**src/rtl/ysyx_22041461_mem_arbiter.sv**
```systemverilog
// Two-requester (IFU/LSU) arbiter for a single multi-cycle memory port.
// Round-robin on contention, one transaction in flight, timeout abort with error.
module ysyx_22041461_mem_arbiter #(
    parameter int TIMEOUT = 255
) (
    input  logic        clk,
    input  logic        rst,

    input  logic        ifu_req_valid,
    output logic        ifu_req_ready,
    input  logic [63:0] ifu_addr,
    output logic        ifu_resp_valid,
    output logic [63:0] ifu_rdata,
    output logic        ifu_resp_err,

    input  logic        lsu_req_valid,
    output logic        lsu_req_ready,
    input  logic [63:0] lsu_addr,
    input  logic        lsu_wen,
    input  logic [63:0] lsu_wdata,
    input  logic [7:0]  lsu_wmask,
    output logic        lsu_resp_valid,
    output logic [63:0] lsu_rdata,
    output logic        lsu_resp_err,

    output logic        mem_req_valid,
    input  logic        mem_req_ready,
    output logic [63:0] mem_addr,
    output logic        mem_wen,
    output logic [63:0] mem_wdata,
    output logic [7:0]  mem_wmask,
    input  logic        mem_resp_valid,
    input  logic [63:0] mem_rdata
);

    localparam int TW = ($clog2(TIMEOUT) > 8) ? $clog2(TIMEOUT) : 8;

    typedef enum logic [1:0] {
        IDLE,
        REQ,
        RESP
    } state_t;

    state_t      state, state_next;
    logic        owner;
    logic        last;
    logic [TW-1:0] timer;

    logic [63:0] req_addr;
    logic        req_wen;
    logic [63:0] req_wdata;
    logic [7:0]  req_wmask;

    logic        grant_lsu;
    logic        accept;
    logic        busy;
    logic        mem_done;
    logic        timed_out;
    logic        finish;
    logic [63:0] resp_data;

    // Contention goes to the side that was not granted last.
    always_comb begin
        grant_lsu = 1'b1;
        case ({ifu_req_valid, lsu_req_valid})
            2'b10:   grant_lsu = 1'b0;
            2'b01:   grant_lsu = 1'b1;
            2'b11:   grant_lsu = ~last;
            default: grant_lsu = 1'b1;
        endcase
    end

    assign ifu_req_ready = (state == IDLE) && !grant_lsu;
    assign lsu_req_ready = (state == IDLE) && grant_lsu;
    assign accept        = (state == IDLE) && (grant_lsu ? lsu_req_valid : ifu_req_valid);

    assign busy      = (state != IDLE);
    assign mem_done  = (state == RESP) && mem_resp_valid;
    // A real response arriving on the timeout cycle takes priority over the abort.
    assign timed_out = busy && (timer == TW'(TIMEOUT - 1)) && !mem_done;
    assign finish    = mem_done || timed_out;

    always_comb begin
        state_next = state;
        case (state)
            IDLE: if (accept) state_next = REQ;
            REQ: begin
                if (timed_out)          state_next = IDLE;
                else if (mem_req_ready) state_next = RESP;
            end
            RESP: if (finish) state_next = IDLE;
            default: state_next = IDLE;
        endcase
    end

    // NOTE: sequential state uses non-blocking assignments so every register
    // samples the pre-edge values regardless of statement order.
    always_ff @(posedge clk) begin
        if (rst) begin
            state     <= IDLE;
            owner     <= 1'b0;
            last      <= 1'b0;
            timer     <= '0;
            req_addr  <= '0;
            req_wen   <= 1'b0;
            req_wdata <= '0;
            req_wmask <= '0;
        end else begin
            state <= state_next;
            timer <= busy ? timer + TW'(1) : '0;
            if (accept) begin
                owner <= grant_lsu;
                last  <= grant_lsu;
                if (grant_lsu) begin
                    req_addr  <= lsu_addr;
                    req_wen   <= lsu_wen;
                    req_wdata <= lsu_wdata;
                    req_wmask <= lsu_wmask;
                end else begin
                    req_addr  <= ifu_addr;
                    req_wen   <= 1'b0;
                    req_wdata <= '0;
                    req_wmask <= 8'hFF;
                end
            end
        end
    end

    assign mem_req_valid = (state == REQ);
    assign mem_addr      = req_addr;
    assign mem_wen       = req_wen;
    assign mem_wdata     = req_wdata;
    assign mem_wmask     = req_wmask;

    assign resp_data = mem_done ? mem_rdata : '0;

    assign ifu_resp_valid = finish && !owner;
    assign ifu_resp_err   = timed_out && !owner;
    assign ifu_rdata      = (finish && !owner) ? resp_data : '0;

    assign lsu_resp_valid = finish && owner;
    assign lsu_resp_err   = timed_out && owner;
    assign lsu_rdata      = (finish && owner) ? resp_data : '0;

endmodule
```
**config.mk**
```make
export PLATFORM = sky130hd
export DESIGN_NAME = ysyx_22041461_mem_arbiter
export DESIGN_NICKNAME = d
export VERILOG_FILES = /design/src/rtl/ysyx_22041461_mem_arbiter.sv
export SDC_FILE = /design/constraint.sdc
export NUM_CORES = 1
export LEC_CHECK = 0
export CELL_PAD_IN_SITES_DETAIL_PLACEMENT = 2
export CELL_PAD_IN_SITES_GLOBAL_PLACEMENT = 2
export CORE_AREA = 4 4 212 214
export CTS_CLUSTER_SIZE = 8
export DETAILED_ROUTE_END_ITERATION = 10
export DIE_AREA = 0 0 216 218
export PLACE_DENSITY = 0.92
export SLEW_MARGIN = 40
export SYNTH_ARGS = -nofsm -noshare
export SYNTH_HDL_FRONTEND = slang
export SYNTH_SLANG_ARGS = --single-unit
```
**constraint.sdc**
```tcl
create_clock -name clk -period 4.8 [get_ports clk]
set_clock_uncertainty 0.15 [all_clocks]
set_input_delay 0.96 -clock clk [delete_from_list [all_inputs] [get_ports clk]]
set_output_delay 0.96 -clock clk [all_outputs]
set_load 0.02 [all_outputs]
```
* Yosys cells after proc, flatten, opt, wreduce, memory -nomap -nowiden
Index checks and enable logic that the tools add are counted.
** Cells by class
- Equal/unequal tests :: 8
- Reduce and logical (&&, ||, !) cells :: 18
- Muxes and demuxes :: 14
- $add $sub $neg :: 1
- Bitwise logic cells :: 2
** Operators by type and width (number)
- two-way mux 64 bit :: 5
- logical AND 1 bit :: 10
- adder 8 x 1 -> 8 bit, second input constant :: 1
- equality test 8 bit, second input constant :: 1
- two-way mux 2 bit :: 4
- two-way mux 8 bit :: 1
- equality test 2 bit, second input constant :: 3
- case mux 2 bit (3 select lines) :: 1
- != test 2 bit, second input constant :: 2
- logical NOT 1 bit :: 3
- != test 3 x 1 -> 1 bit, second input constant :: 1
- AND reduction 3 bit :: 1
- equality test 2 x 1 -> 1 bit, second input constant :: 1
- logical NOT 2 bit :: 1
- two-way mux 1 bit :: 2
- NOT 1 bit :: 2
- case mux 1 bit (2 select lines) :: 1
- nonzero test 2 bit :: 1
- OR reduction 2 bit :: 1
- logical OR 1 bit :: 1
** Storage, ports and cells
- Word-level logic and storage cells :: 50
- Input bits :: 271
- Output and inout port bits :: 272
- Bits in registers :: 148

* Depth between registers and ports, before layout
Gate-level depths: netlist (run 1).
- Word-level depth :: 7
- Depth in mapped cells :: 6
- Depth with buffers taken out :: 5

* Worst setup path after synthesis (run 1)
OpenSTA, ideal clock, no wires.
- Kind :: input to output
- Start :: input port mem_resp_valid
- End :: output port ifu_rdata[10]
- Path buffers :: 2
- Arrival :: 1916 ps
- Setup slack :: 1774 ps
- Data required time :: 3690 ps
- Stages on the path :: 5
- Cells stage by stage :: nor2b_1 and3_1 buf_2 clkbuf_1 and2_1
** On the way
- Cells in the longest elaborated chain, start to end :: 6
- Elaborated cells between the ends (all ways) :: 7
- Classes of those cells :: mux (2); reduce/logical (5)
** RTL lines
- start, declared :: line 32 : input logic mem_resp_valid,
- logical AND 1 bit * :: line 78 : assign mem_done = (state == RESP) && mem_resp_valid;
- logical NOT 1 bit :: line 80 : assign timed_out = busy && (timer == TW'(TIMEOUT - 1)) && !mem_done;
- logical AND 1 bit :: line 80
- logical OR 1 bit :: line 81 : assign finish = mem_done || timed_out;
- logical AND 1 bit :: line 139 : assign ifu_rdata = (finish && !owner) ? resp_data : '0;
- two-way mux 64 bit * :: line 139
- end, declared :: line 13 : output logic [63:0] ifu_rdata,
Every way passes the cells marked *; elsewhere a longest branch is shown, timed or not.

* Final worst setup path (run 1)
- Start :: input port mem_resp_valid
- End :: output port ifu_rdata[9]
Same word-level chain as after synthesis.

==> reports/results.txt, run 1 <==
After detailed routing, the total wire length is 46.4 mm. Total congestion overflow: 0. TritonCTS built the clock tree.

The number of stages on the worst hold path was 1. The wire length of the first global-routing pass was 67.2 mm; the share of layout cells above drive strength 1 was 0.0519. The biggest cell delay along the critical path was 630 ps. In this run the standard cell core region covers 42900 um2. The relative max-transition margin is 0.458, and the maximum fanout along the worst path is 64.

The path category of the worst min-delay check was reg2reg. The clock drives 148 sinks. The cell count after synthesis came out at 918. The Yosys step of the flow raised 0 warnings. The flow ran to the end, and the final reports show no timing, DRC or antenna violations.

The y dimension of the die works out to 218 um. Setup violations remaining at the end of the flow were counted as 0. The H-tree was split into 4 levels.

The count of buffer and inverter cells on the critical path was 3; the placement-stage worst setup slack was 637 ps. Clock tree synthesis selected as its root buffer the cell clkbuf_16. The largest total area in the synthesized netlist belongs to dfxtp_1. The run gives 0.242 GHz as the upper clock frequency limit. The number of antenna violations at the first check in global routing is 14, and the final critical-path share of the clock period is 0.860. The endpoint required time on the critical path was 3690 ps; the final-layout fill cell count was 4747. The slowest stage cell on the critical path is clkdlybuf4s50_1. Grouping stages by cell kind, the critical path spends the most delay in buffers and inverters. Sorting the synthesized cells by area gives the leading types as dfxtp_1 39%, and2_1 11%, a21oi_1 8.8%. Clock tree synthesis inserted a total of 17 buffers. For hold timing, the worst endpoint is timer[0]$_SDFF_PP0_. Setup repair after global routing left no endpoint under its margin.

For this design, the CTS-stage hold fixing added 0 buffers. The run gives 10506 as the number of global-route vias before repair. The number of endpoints with negative hold slack in the final report came out at 0. Walking the worst path, the cells encountered are clkdlybuf4s50_1 -> nor2b_1 -> and3_1 -> buf_12 -> and2_1 -> clkdlybuf4s50_1. For the worst flop-to-flop path, the logic depth is 5.

The worst hold path begins at timer[0]$_SDFF_PP0_. For this run, design rule violations remaining after detail routing come to 0. Routability-driven placement finished with a final weighted congestion of 0.860. After layout, the worst setup slack is 674 ps. The run gives 0.388 as the portion of the post-synthesis area used by sequential elements. The floorplan has 76 rows.

For the filler-free cell count of the finished design, the log shows 1984. In this run the power density over the cells is 282 nW/um2. The static leakage came out at 0.00470 uW. Compared with the post-synthesis result, the final layout area differs by 84.3%.

Post-CTS timing repair inserted 0 buffers for setup. In the layout the commonest cells are 537 x clkdlybuf4s50_1, 148 x dfxtp_1, 135 x a21oi_1, 129 x and2_1, 68 x o21ai_1. Once detail routing completed, the nets flagged for antenna violations numbered 0. The count of routing violations after the opening detailed-route iteration is 435, and the overall routing resource usage is 0.186. The clock passes through at most 2 buffers. The per-cell via count in the routed design was 4.82; the clock insertion delay at the later pin of the skew report was 440 ps. The clock period minus worst slack is 4130 ps, and the number of I/O port buffers is 542. Sort of element at the end of the critical path: a primary output. The design draws 3970 uW. The net count of the finished layout is 1648.

The synthesized netlist contains 38 unique library cells. The highest ir drop seen on vdd was 0.000247 V. Entering global routing, the biggest net connects 129 pins. The placed instance count is 1940, and the HPWL after detailed placement is 34.1 mm.

The endpoint identified for the worst register-to-register timing path is mem_addr[29]$_SDFFE_PP0P_. Each instance of the synthesized netlist takes up on average 8.32 um2. The worst register-to-register path begins at state[1]$_SDFFE_PP0P_. The number of max-slew violations in the final report is 0, and the number of max-cap violations is 0.

The tools report the number of placed I/O pins as 543. The total of flip-flops plus latches after synthesis came out at 148. The run gives 0 ps as the total negative setup slack. At the pin with the least slew margin, the transition time is 814 ps. The worst setup path is launched from an input pin. The tools report the starting density of the core as 0.178. The worst setup path category was in2out. In the final routed layout, each cell accounts on average for 23.4 um. The proportion of netlist area held by the largest area contributor was 0.388. In this run the horizontal extent of the chip is 216 um. The first TritonRoute pass finished after 5 iterations. The cell that appears most often on the critical path is clkdlybuf4s50_1.

The number of nets in the synthesized netlist is 1191. The total via count after detailed routing is 9557. The worst register-to-register path has a setup slack of 2350 ps. The logs give 7640 um2 for the area of the mapped netlist and 3020 ps for the worst endpoint data arrival time. Leaving out fill and tap cells, the most frequent cell in the layout is clkdlybuf4s50_1. The floorplan step defined a die boundary enclosing 47100 um2. The clock edge transition at the registers on the reported setup and hold paths was 60 ps; the post-CTS resize count was 0.
worst reg2reg max path, cell delays in order, from the launching register on:
cell	delay, ps
dfxtp_1	390
or2_2	350
buf_4	330
nor2_4	250
buf_6	450
a311oi_1	350
routing by layer:
layer  vias up  track usage  part of all wire  wire length [um]
met4         2        0.102             0.047              2180
met3        91       0.0529             0.063              2910
li1       4363            -                 -                 -
met1      4716        0.191              0.37             17300
met5         -            0           0.00026                12
met2       385        0.341              0.52             24100
cell type report:
class,count,area [um2],area share
repair buffers,559,5600,0.398
multi-input cells,643,4160,0.295
flip-flops and latches,148,2960,0.210
well taps,585,732,0.0520
clock buffers,18,439,0.0312
clock inverters,14,136,0.00969
inverters,6,27.5,0.00196
diodes,11,27.5,0.00196
registers in the layout (all words and copies together), names as in the netlist:
| signal | cells |
|---|---|
| mem_wdata | 64 |
| timer | 8 |
| state | 2 |
| mem_addr | 64 |
| mem_wmask | 8 |
| last | 1 |
| mem_wen | 1 |
report_power, final:
group          switching, uW  internal, uW  leakage [uW]
clock network            574           774      0.000285
logic                    648           561       0.00319
registers               71.0          1350       0.00122
total                   1290          2680       0.00470
cell usage after synthesis, drive strengths merged:
library cell / number
or2: 3
buf: 47
dfxtp: 148
clkbuf: 74
nor3: 3
nand2: 4
xnor2: 1
xor2: 2
a221oi: 1
nand3: 4
ha: 2
nor3b: 1
o211a: 2
nand4: 1
nor2: 10
a21oi: 135
o221a: 8
o211ai: 2
and3: 2
and2: 129
o21ai: 133
nand3b: 64
or3: 3
nand2b: 1
o2111ai: 65
nor2b: 3
clkinv: 1
a311oi: 64
inv: 5
worst max path at each step:
stage | start | slack (ps) | end | depth (start not counted)
2_1_floorplan | mem_resp_valid | 1770 | ifu_rdata[10] | 5
3_3_place_gp | mem_resp_valid | 700 | lsu_rdata[62] | 6
3_5_place_dp | mem_resp_valid | 640 | lsu_rdata[16] | 6
4_1_cts | mem_resp_valid | 640 | lsu_rdata[16] | 6
5_1_grt | mem_resp_valid | 530 | lsu_rdata[49] | 6
6_report | mem_resp_valid | 670 | ifu_rdata[9] | 6
kinds of logic after synthesis:
logic type / count (synthesis) / share of synthesized area
AO/OA/AOI/OAI: 410 / 0.342
AND/OR/NAND/NOR: 228 / 0.193
flip-flops: 148 / 0.388
buffers and inverters: 127 / 0.0707
XOR/XNOR: 3 / 0.00344
adder cells (fa/ha/maj): 2 / 0.00327
metrics by stage:
step	utilization	area (um2)	hold slack (ps)
after floorplan	-	7640	280
after global placement	0.313	13400	290
after detailed placement	0.314	13500	309
after CTS	0.327	14000	324
after global routing	0.328	14100	354
final	0.328	14100	317
No activity file was read; power rests on OpenSTA's default activity.
==> run 2, diff against run 1 <==
SKIP_LAST_GASP = 1   (was not set)
==> results of run 2 <==
Same layout as run 1: the final DEF is identical, and so are final timing and power.
==> run 3, diff against run 2 <==
clock period = 5.1 ns   (was 4.8 ns; I/O delays follow)
==> run 3 against run 2 <==
  * First-iteration DRC count rose by 12%
  * Sequential cell count is the same
  * Via count up 1.2%
  * Clock power is essentially flat
  * Critical path type unchanged
  * Largest cell class unchanged
  * Highest routed layer unchanged
==> reports/results.txt, run 3 (synthesized netlist as in run 1, its figures left out) <==
The run finished with clean final reports. The logs give 4685 (-1.3%) for the final-layout fill cell count and 0.00469 uW (-0.27%) for the static leakage. The remaining antenna violation count after routing was 0 (unchanged).

The top cell types in the final layout, fill and taps aside, are 539 x clkdlybuf4s50_1, 148 x dfxtp_1, 135 x a21oi_1, 129 x and2_1, 68 x o21ai_1. The y dimension of the die works out to 218 um (unchanged). Number of antenna violations at the first check in global routing: 9 (-5). The path length in cells of the critical path is 6 (unchanged), and the transition time at the pin with the least slew margin is 886 ps (+72.3 ps). The maximum fanout along the worst path is 64 (unchanged).

The number of placed I/O pins is 543 (unchanged), and the fraction of power spent switching nets is 0.328 (+0.00302). The maximum clock path buffer count was 2 (unchanged); the biggest cell delay along the critical path was 660 ps (+30 ps). The number of I/O port buffers works out to 542 (unchanged).

For the number of max-cap violations, the log shows 0 (unchanged). The share of layout cells above drive strength 1 was 0.0497 (-0.00216); the total power divided by cell area was 271 nW/um2 (-4.2%). Subtracting the final worst setup slack from the clock period gives 4510 ps. The cell area after layout was 14000 um2 (-0.28%).

The run gives 9676 (+1.2%) as the total via count after detailed routing. The tools report the relative max-transition margin as 0.409 (-0.0482). The sort of element at the end of the critical path was a primary output.

The run gives 0 (unchanged) as the number of setup buffers added after CTS. The DRC violation count after routing is 0 (unchanged), and the proportion of power drawn by flip-flops and latches is 0.352 (-0.005). The reg-to-reg startpoint was last$_SDFFE_PP0P_. The number of buffers created by CTS was 17 (unchanged); the cell area after placement was 13400 um2 (-0.33%). The number of endpoints with negative hold slack in the final report came out at 0 (unchanged). The number of endpoints failing setup at the final stage was 0 (unchanged); the number of global-route vias before repair was 10443 (-0.60%).

Worst setup path category: in2out. For the count of standard-cell rows, the log shows 76 (unchanged). Setup repair after global routing left no endpoint under its margin.

The logs give 2550 uW (-4.8%) for the internal power contribution and 3340 ps (+320 ps) for the worst endpoint data arrival time. For the largest net degree at the start of global routing, the log shows 81 (-37%). The logs give 486 (+12%) for the count of routing violations after the opening detailed-route iteration and 1648 (unchanged) for the net total in the final layout.

On the critical path, the stage with the largest delay is an instance of clkdlybuf4s50_1. The final critical-path share of the clock period is 0.883, and the die area is 47100 um2 (unchanged). The clock edge transition at the registers on the reported setup and hold paths works out to 70 ps (about the same). The tools report the H-tree depth reported by CTS as 4 (unchanged).

The width of the chip is 216 um (unchanged). The total negative setup slack is 0 ps (unchanged). The overall routing resource usage came out at 0.190 (+0.00363).

The family of cells with the greatest summed delay on the critical path is buffers and inverters. The overall routed net length is 47.8 mm (+2.9%), and the per-cell via count in the routed design is 4.89 (+1.6%). The worst setup path is launched from an input pin. The total net switching power came out at 1250 uW (-3.5%).

Based on the critical path, the design can be clocked at up to 0.222 GHz. The number of iterations in the first detailed-routing pass came out at 6 (+1). In this run the worst setup path terminates at lsu_rdata[15]. The final hold slack is 332 ps (+15.6 ps), and the starting density of the core is 0.178 (unchanged).

From synthesis to final layout, the design area changed by 83.8%. HPWL after detailed placement: 34.4 mm (+1.1%). The library cell used most frequently in the layout, excluding fill and tap cells, is clkdlybuf4s50_1. Among the stages of the critical path, the cell type that occurs most often is clkdlybuf4s50_1. The min-delay analysis places its worst path in the category reg2reg.

The clock sink count is 148 (unchanged). Traced cell by cell, the critical path runs through clkdlybuf4s50_1 -> nor2b_1 -> and3_1 -> buf_4 -> and2_1 -> clkdlybuf4s50_1. The logic gate share of total power was 0.301 (-0.003); the endpoint required time on the critical path was 3930 ps (+240 ps).

The run gives 0 (unchanged) as the number of max-slew violations in the final report. The tools report the destination of the worst register-to-register timing path as mem_addr[47]$_SDFFE_PP0P_. The clock network fraction of design power came out at 0.347 (+0.008). For the setup slack of the worst register-to-register path, the log shows 2590 ps (+240 ps). The total congestion overflow was 0 (unchanged); the core region area was 42900 um2 (unchanged). The worst reg-to-reg path cell count is 5 (unchanged). The number of buffers inserted by hold repair at cts was 0 (unchanged); the highest ir drop seen on vdd was 0.000241 V (-2.7%).

For the post-CTS resize count, the log shows 0 (unchanged). TritonCTS built the clock tree. The wire length of the first global-routing pass is 68.6 mm (+2.1%), and the clock insertion delay at the later pin of the skew report is 460 ps (+20 ps). The tree is rooted in a clkbuf_16. The per-cell routed wire length is 24.2 um (+3.2%). The count of buffer and inverter cells on the critical path came out at 3 (unchanged).

Source of the critical timing path: mem_resp_valid. The run gives 0.860 (about the same) as the last weighted congestion value of the routability-driven placer.
## run 3: area by class of cell
type	instances	area, um2	share of cell area
diodes	4	10.0	0.000713
clock buffers	21	470	0.0335
clock inverters	11	125	0.00891
inverters	6	25.0	0.00178
multi-input cells	643	4160	0.296
flip-flops and latches	148	2960	0.211
well taps	585	732	0.0521
repair buffers	559	5560	0.396
## run 3: tightest hold or removal path: cells and delay by family, from the launching register on
kind / cells / cell delay [ps]
flops: 1 / 310
compound gates: 2 / 130
## run 3: metrics by stage
stage                      util  total power, uW  instances  setup WS (ps)
final                     0.327             3800       1977            594
after global routing      0.327             3980       1977            466
after floorplan               -             1870        918           1950
after CTS                 0.327             3850       1972            592
after global placement    0.313             2450       1940            736
after detailed placement  0.313             2500       1940            597
## run 3: metal layers
metal  track usage  wire length (um)  vias up
li1              -                 -     4351
met1         0.198             17800     4825
met2         0.359             25400      406
met3        0.0539              3030       88
met4        0.0753              1530        6
met5             0                41        -
## run 3: how the worst min path moves through the flow
stage | start | endpoint | slack (ps) | cells after the start
floorplan | timer[0]$_SDFF_PP0_ | timer[0]$_SDFF_PP0_ | 280 | 1
global placement | timer[0]$_SDFF_PP0_ | timer[0]$_SDFF_PP0_ | 290 | 1
detailed placement | mem_wdata[50]$_SDFFE_PP0P_ | mem_wdata[50]$_SDFFE_PP0P_ | 320 | 2
CTS | mem_wdata[50]$_SDFFE_PP0P_ | mem_wdata[50]$_SDFFE_PP0P_ | 330 | 2
global route | timer[0]$_SDFF_PP0_ | timer[0]$_SDFF_PP0_ | 360 | 1
finish | mem_wdata[35]$_SDFFE_PP0P_ | mem_wdata[35]$_SDFFE_PP0P_ | 330 | 2
## run 3: power groups by stage
stage	Combinational, uW	Clock [uW]	Sequential [uW]
floorplan	393	0	1480
global placement	1100	0	1350
detailed placement	1140	0	1360
CTS	1150	1360	1340
global route	1210	1420	1350
finish	1140	1320	1340
